--- config.mk ---
export PLATFORM = sky130hd
export DESIGN_NAME = intr_resp_ctrl
export DESIGN_NICKNAME = d
export VERILOG_FILES = /design/src/rtl/intr_resp_ctrl.sv
export SDC_FILE = /design/constraint.sdc
export NUM_CORES = 1
export LEC_CHECK = 0
export CORE_ASPECT_RATIO = 0.8
export CORE_MARGIN = 2
export CORE_UTILIZATION = 48
export CTS_CLUSTER_DIAMETER = 150
export DETAILED_ROUTE_END_ITERATION = 6
export PLACE_DENSITY = 0.94
export SLEW_MARGIN = 0
export SYNTH_ARGS = -nofsm -noshare
export SYNTH_HDL_FRONTEND = slang
export SYNTH_SLANG_ARGS = --single-unit
--- constraint.sdc ---
create_clock -name clk -period 3 [get_ports clk]
set_clock_uncertainty 0.15 [all_clocks]
set_input_delay 0.6 -clock clk [delete_from_list [all_inputs] [get_ports clk]]
set_output_delay 0.6 -clock clk [all_outputs]
set_load 0.05 [all_outputs]
--- src/rtl/intr_resp_ctrl.sv ---
// intr_resp_ctrl: interrupt/overflow responder that flushes the pipeline, redirects fetch to the handler and restores the PC on iret
module intr_resp_ctrl #(
    parameter int          N_IRQ        = 4,
    parameter logic [31:0] HANDLER_ADDR = 32'h0000_0040,
    parameter int          FLUSH_CYCLES = 2
) (
    input  logic             clk,
    input  logic             rst_n,
    input  logic             interrupt_en,
    input  logic [N_IRQ-1:0] irq,
    input  logic             over_flow,
    input  logic [31:0]      ex_pc,
    input  logic             iret,
    output logic             pipe_flush,
    output logic             pc_sel,
    output logic [31:0]      target_pc,
    output logic [31:0]      epc,
    output logic [4:0]       cause,
    output logic             in_handler,
    output logic [N_IRQ-1:0] irq_ack
);
    localparam int CW = FLUSH_CYCLES > 1 ? $clog2(FLUSH_CYCLES) : 1;
    typedef enum logic [2:0] {IDLE, FLUSH, ENTER, SERVICE, RETURN} state_t;
    state_t           state, state_n;
    logic [N_IRQ-1:0] irq_q, pending, edges;
    logic             armed, take, take_irq, is_irq;
    logic [2:0]       sel, idx;
    logic [CW-1:0]    cnt;
    // armed masks the first cycle after reset, so a line already high is not mistaken for a new edge
    assign edges    = irq & ~irq_q & {N_IRQ{armed}};
    assign take_irq = interrupt_en & |pending;
    assign take     = (state == IDLE) & (over_flow | take_irq);
    // lowest pending index wins
    always_comb begin
        sel = '0;
        for (int i = N_IRQ - 1; i >= 0; i--)
            if (pending[i]) sel = 3'(i);
    end
    // next-state logic
    always_comb begin
        state_n = state;
        case (state)
            IDLE:    state_n = take ? FLUSH : IDLE;
            FLUSH:   state_n = (cnt == '0) ? ENTER : FLUSH;
            ENTER:   state_n = SERVICE;
            SERVICE: state_n = iret ? RETURN : SERVICE;
            RETURN:  state_n = IDLE;
            default: state_n = IDLE;
        endcase
    end
    // state register
    always_ff @(posedge clk or negedge rst_n) begin
        if (!rst_n) state <= IDLE;
        else        state <= state_n;
    end
    // edge capture; a new edge wins over the acknowledge clear
    always_ff @(posedge clk or negedge rst_n) begin
        if (!rst_n) begin
            irq_q   <= '0;
            armed   <= 1'b0;
            pending <= '0;
        end else begin
            irq_q   <= irq;
            armed   <= 1'b1;
            pending <= (pending & ~irq_ack) | edges;
        end
    end
    // take bookkeeping: return PC, cause, serviced line and flush countdown
    always_ff @(posedge clk or negedge rst_n) begin
        if (!rst_n) begin
            epc    <= '0;
            cause  <= '0;
            is_irq <= 1'b0;
            idx    <= '0;
            cnt    <= '0;
        end else if (take) begin
            epc    <= ex_pc;
            cause  <= over_flow ? 5'h0C : {2'b10, sel};
            is_irq <= ~over_flow;
            idx    <= sel;
            cnt    <= CW'(FLUSH_CYCLES - 1);
        end else if (state == FLUSH && cnt != '0) begin
            cnt <= cnt - 1'b1;
        end
    end
    // outputs registered from the next state so they line up with the state they describe
    always_ff @(posedge clk or negedge rst_n) begin
        if (!rst_n) begin
            pipe_flush <= 1'b0;
            pc_sel     <= 1'b0;
            target_pc  <= '0;
            in_handler <= 1'b0;
            irq_ack    <= '0;
        end else begin
            pipe_flush <= state_n inside {FLUSH, ENTER, RETURN};
            pc_sel     <= state_n inside {ENTER, RETURN};
            target_pc  <= (state_n == ENTER) ? HANDLER_ADDR : (state_n == RETURN) ? epc : 32'h0;
            in_handler <= state_n inside {SERVICE, RETURN};
            irq_ack    <= (state_n == ENTER && is_irq) ? N_IRQ'(1) << idx : '0;
        end
    end
endmodule

==> results_dict.tcl, run 1 <==
set metrics [dict create \
    fin_crit_sh_pct 78.37 \
    synthesis.area_sq_mm 0.003373 \
    fin_crit_ns 2.351 \
    first_global_vias 2258 \
    die_h_microns 78.98 \
    timing.slew.headroom_pct 37.26 \
    p_int_w 0.003191 \
    power_w 0.005668 \
    syn-instance-count 223 \
    coreArea_sq_mm 0.006858 \
    whs_ns 0.07976 \
    netlist_top_cells_count "dfrtp_1 (90), and2_1 (31), mux2_4 (29), o21ai_0 (11), inv_1 (8)" \
    cpPeakStageDelay_ns 0.83 \
    cts_resized 0 \
    critPathKind "reg2out" \
    dieArea_sq_mm 0.007718 \
    yosys_warnings 0 \
    p_leak_nw 2.231 \
    worst_pin_slew_ns 0.9281 \
    path_max_fanout 4 \
    detail-route-antenna-nets 0 \
    num-fill-cells 486 \
    grt_max_degree 48 \
    rsz0062_at_grt "false" \
    regArea_sq_mm 0.002252 \
    io_pins 117 \
    clockRootBuffer "clkbuf_8" \
    hold_buffers 0 \
    tns_ns 0 \
    status "complete, no violations" \
    multi_input_comb_area_sq_mm 0.001002 \
    preCtsSetupSlack_ns 0.5994 \
    cts.htree.levels 3 \
    endpoint_kind "primary output" \
    drt-initial-drc-count 60 \
    synth_flop_cell "dfrtp_1" \
    maxCapViolations 0 \
    die_width_microns 97.73 \
    grt_use_total_pct 18.98 \
    drive_gt1_share_pct 16.05 \
    port_buffers 116 \
    synth_area_leaders "dfrtp_1 (67%), mux2_4 (13%), and2_1 (5.7%)" \
    ys_async_sr_fraction_pct 100.0 \
    peakVddDrop_v 0.0006786 \
    p_seq_share_pct 33.6 \
    slew_violations 0 \
    fmax_mhz 425.3 \
    via_per_inst 4.975 \
    synth_top_cell_by_area "dfrtp_1" \
    seq_area_frac_synth_pct 66.77 \
    grt_pass1_wl_mm 11.36 \
    syn_avg_cell_area_sq_um 15.13 \
    cts_tree "built" \
    finalWirelength_mm 6.924 \
    power_frac_clock_pct 14.3 \
    crit_path_cell_trace "clkdlybuf4s50_1" \
    dp_cells 420 \
    cp_slowest_cell "clkdlybuf4s50_1" \
    num_vias 2169 \
    fin_ws_ns 0.6488 \
    critPathBufInv 1 \
    cts_buffers 9 \
    synth_top_area_share_pct 66.77 \
    stdcell_count 436 \
    cts_setup_buffers 0 \
    yosysMostFrequentCell "dfrtp_1" \
    drc_errors 0 \
    cp.arrival_ns 1.60 \
    initial_core_util_pct 49.19 \
    first_pass_iters 4 \
    cp.required_ns 2.25 \
    power_switching_w 0.002477 \
    n_antenna_cell 0 \
    area_delta_synth_final_pct 42.03 \
    antenna_found_initial 0 \
    synth_edf_count 0 \
    worstSkewPairLatency_ns 0.35 \
    synthesis.nets 264 \
    finalSetupViolations 0 \
    place.detailed.hpwl_mm 5.016 \
    routedWlPerCell_microns 15.88 \
    hold_class "in2async" \
    synth.distinct_cells 32 \
    cts_buffer_depth 2 \
    nNetsFinal 385 \
    critPathTopFamily "buffers and inverters" \
    grt_overflow 0 \
    power_frac_comb_pct 52.1 \
    p_sw_share_pct 43.70 \
    row_count 27 \
    power_density_mw_per_mm2 1183 \
    path_clk_slew_ns 0.08 \
    critPathLaunchType "flip-flop" \
    clock-sinks 90 \
    yosys_register_bits 90 \
    hold_viol_final 0 \
    gp_congestion 0.8648 \
]
-- worst paths after layout --
path,start,endpoint,slack (ns),cells after the start
min reg2reg,irq_q[2],pending[2],0.29,1
min,rst_n,cause[3],0.08,1
min in group clk,irq_q[2],pending[2],0.29,1
max in group asynchronous,rst_n,target_pc[23],1.96,2
max,cause[4],cause[4],0.65,1
max reg2reg,pending[1],epc[28],0.92,4
-- area by class of cell --
| type | count | share of cell area (%) |
|---|---|---|
| flip-flops and latches | 90 | 47.01 |
| repair buffers | 120 | 25.07 |
| inverters | 8 | 0.6268 |
| clock inverters | 4 | 1.071 |
| clock buffers | 12 | 3.030 |
| well taps | 87 | 2.272 |
| multi-input cells | 115 | 20.92 |
-- power groups by stage --
stage               Sequential [W]  Combinational, W  Clock [W]
floorplan                  0.00307          0.000898          0
global placement           0.00190           0.00291          0
detailed placement         0.00193           0.00297          0
CTS                        0.00191           0.00298   0.000835
global route               0.00196           0.00307   0.000892
finish                     0.00191           0.00295   0.000808
-- registers in the layout, indices dropped and copies added, names as in the netlist, 2 cells and up --
name       count
epc           32
target_pc     32
cause          4
irq_ack        4
state          3
pending        4
idx            2
irq_q          4
-- through the flow --
step / area (sq um) / util (%)
final: 4791 / 69.86
after floorplan: 3373 / -
after CTS: 4791 / 69.86
after global routing: 4791 / 69.86
after detailed placement: 4594 / 67.00
after global placement: 4594 / 67.00
-- layout by cell type (no fill, tap or decap), drive strengths merged, types with 2 or more instances in the layout --
| cell type | Yosys | layout |
|---|---|---|
| nand2 | 4 | 4 |
| and2 | 31 | 31 |
| o41ai | 2 | 2 |
| dfrtp | 90 | 90 |
| a21oi | 2 | 2 |
| inv | 8 | 8 |
| nand3b | 3 | 3 |
| nor2 | 4 | 4 |
| a211oi | 2 | 2 |
| clkinv | 0 | 2 |
| buf | 5 | 5 |
| a21o | 2 | 2 |
| clkdlybuf4s50 | 0 | 115 |
| mux2 | 33 | 33 |
| o21ai | 12 | 12 |
| nor3 | 4 | 4 |
| clkbuf | 5 | 12 |
| a22oi | 2 | 2 |
| nor2b | 3 | 3 |
-- cell families after synthesis --
| group | count (synthesis) | share of synthesized area, % |
|---|---|---|
| AOI/OAI and AO/OA | 26 | 5.341 |
| buffers and inverters | 18 | 3.672 |
| DFF | 90 | 66.77 |
| muxes | 34 | 14.54 |
| other | 1 | 0.1112 |
| and+or+nand+nor | 54 | 9.570 |
-- per-layer routing --
metal	part of all wire (%)	vias to the layer above	track usage, %
met5	0	-	0
met4	1.3	0	7.500
met3	7.0	11	6.778
met2	52	88	31.31
met1	40	1077	23.11
li1	-	993	-
No activity file was read; power rests on OpenSTA's default activity.
==> run 2: changes to the inputs <==
--- a/config.mk
+++ b/config.mk
@@ -7,10 +7,10 @@
 export LEC_CHECK = 0
 export CORE_ASPECT_RATIO = 0.8
 export CORE_MARGIN = 2
-export CORE_UTILIZATION = 48
+export CORE_UTILIZATION = 45
 export CTS_CLUSTER_DIAMETER = 150
 export DETAILED_ROUTE_END_ITERATION = 6
-export PLACE_DENSITY = 0.94
+export PLACE_DENSITY = 0.9
 export SLEW_MARGIN = 0
 export SYNTH_ARGS = -nofsm -noshare
 export SYNTH_HDL_FRONTEND = slang
==> constraint.sdc (replaced) <==
create_clock -name clk -period 2.4 [get_ports clk]
set_clock_uncertainty 0.15 [all_clocks]
set_input_delay 0.48 -clock clk [delete_from_list [all_inputs] [get_ports clk]]
set_output_delay 0.48 -clock clk [all_outputs]
set_load 0.05 [all_outputs]
==> run 2 against run 1 <==
  * Routed wire length fell by 0.32%
  * Critical path type unchanged
  * Register-to-register slack got worse by 0.53 ns
  * Final cell count rose by 1.4%
  * Via count fell by 0.78%
  * Highest routed layer unchanged
  * Critical endpoint unchanged
  * Non-clock buffer count is 4 higher
  * Combinational power up 27%
  * Cell area increased by 1.5%
==> results_dict.tcl, run 2 (same netlist as run 1, synthesis figures left out) <==
set metrics [dict create \
    status "complete, no violations" \
    worst_pin_slew_ns 0.6847 \
    timing.slew.headroom_pct 53.71 \
    grt_use_total_pct 17.47 \
    cts_setup_buffers 0 \
    hp-start "irq_q[2]" \
    power_w 0.007204 \
    coreArea_sq_mm 0.007322 \
    fin_crit_ns 2.226 \
    initial_core_util_pct 46.07 \
    routedWlPerCell_microns 15.62 \
    placed_area_sq_mm 0.004646 \
    cp.depth 1 \
    cts_buffer_depth 2 \
    p_sw_share_pct 43.06 \
    timing.rr.start "pending[1]" \
    fin_crit_sh_pct 92.77 \
    path_max_fanout 4 \
    cp_slowest_cell "clkdlybuf4s50_1" \
    cts_buffers 9 \
    stdcell_area_sq_mm 0.004863 \
    hold_viol_final 0 \
    p_int_w 0.004102 \
    r2r_end "epc[28]" \
    place.detailed.hpwl_mm 4.941 \
    drc_errors 0 \
    grt_max_degree 48 \
    power_density_mw_per_mm2 1481 \
    path_clk_slew_ns 0.09 \
    cpPeakStageDelay_ns 0.84 \
    tns_ns 0 \
    critPathTopFamily "buffers and inverters" \
    row_count 28 \
    finalWirelength_mm 6.902 \
    dieArea_sq_mm 0.008209 \
    p_seq_share_pct 33.1 \
    cp.required_ns 1.77 \
    ff2ff_setup_slack_ns 0.39 \
    crit_path_cell_trace "clkdlybuf4s50_1" \
    rsz0062_at_grt "false" \
    slew_violations 0 \
    grt_overflow 0 \
    critPathKind "reg2out" \
    port_buffers 116 \
    num_vias 2152 \
    clock-sinks 90 \
    drive_gt1_share_pct 16.76 \
    final_common_cell "clkdlybuf4s50_1" \
    holdPathEnd "pending[2]" \
    gp_congestion 0.7953 \
    power_frac_clock_pct 15.0 \
    worstSkewPairLatency_ns 0.34 \
    antenna_found_initial 0 \
    drt-initial-drc-count 74 \
    peakVddDrop_v 0.0008158 \
    cp.arrival_ns 1.60 \
    area_delta_synth_final_pct 44.18 \
    die_h_microns 81.44 \
    die_width_microns 100.8 \
    hold_depth 1 \
    grt_pass1_wl_mm 10.85 \
    mostFrequentLayoutCells "clkdlybuf4s50_1 (115), dfrtp_1 (90), and2_1 (31), mux2_4 (29), o21ai_0 (11)" \
    maxCapViolations 0 \
    n_antenna_cell 0 \
    finalSetupViolations 0 \
    fmax_mhz 449.1 \
    endpoint_kind "primary output" \
    first_pass_iters 4 \
    via_per_inst 4.869 \
    p_leak_nw 2.263 \
    stdcell_count 442 \
    worstRegToRegCells 4 \
    critPathLaunchType "flip-flop" \
    first_global_vias 2211 \
    dp_cells 426 \
    nNetsFinal 389 \
    critPathBufInv 1 \
    cts_tree "built" \
    detail-route-antenna-nets 0 \
    clockRootBuffer "clkbuf_8" \
    io_pins 117 \
    cts.htree.levels 3 \
    power_frac_comb_pct 51.9 \
    largestRegisters "epc: 32 flops, target_pc: 32 flops" \
    power_switching_w 0.003102 \
    hold_class "reg2reg" \
    final_util_pct 66.42 \
]
[run 2: final cells by class]
class | count | area [sq um]
clock inverter | 5 | 80.08
timing repair buffer | 124 | 1259
sequential | 90 | 2252
clock buffer | 10 | 127.6
multi-input combinational | 115 | 1002
fill | 562 | 2459
tap | 90 | 112.6
inverter | 8 | 30.03
[run 2: worst register-to-register path: cells and delay by family, from the launching register on]
kind                   cells  cell delay, ns
AOI/OAI and AO/OA          2            0.76
buffers and inverters      1            0.21
DFF                        1            0.43
muxes                      1            0.35
[run 2: worst max path at each step]
stage | start | to
finish | cause[4] | cause[4]
global route | cause[4] | cause[4]
floorplan | pending[1] | epc[0]
CTS | cause[4] | cause[4]
detailed placement | interrupt_en | epc[30]
global placement | interrupt_en | epc[29]
[run 2: per-stage QoR]
stage | hold slack, ns | setup WS, ns
after global routing | 0.2982 | 0.1100
after CTS | 0.2847 | 0.1587
after global placement | 0.2285 | 0.2164
after detailed placement | 0.2350 | 0.1737
final | 0.2820 | 0.1735
after floorplan | 0.03441 | 0.4580
[run 2: what timing repair did]
action | 4_1_cts | 5_1_grt
hold buffers | 1 | 0
hold endpoints to repair | 19 | 0
resized for setup | 0 | 0
setup endpoints to repair | 0 | 0
[run 2: layer usage]
| layer | vias to the layer above | wire length [microns] | GRT usage (%) |
|---|---|---|---|
| met3 | 7 | 542 | 7.574 |
| met5 | - | 0 | 0 |
| met4 | 0 | 59 | 6.164 |
| li1 | 998 | - | - |
| met1 | 1066 | 2967 | 21.77 |
| met2 | 81 | 3332 | 27.47 |
[run 2: power groups by stage]
stage | clock network, W | logic (W) | registers [W]
after floorplan | 0 | 0.00112 | 0.00384
after global placement | 0 | 0.00370 | 0.00238
final | 0.00108 | 0.00374 | 0.00238
after CTS | 0.00111 | 0.00377 | 0.00239
after detailed placement | 0 | 0.00376 | 0.00241
after global routing | 0.00117 | 0.00391 | 0.00246
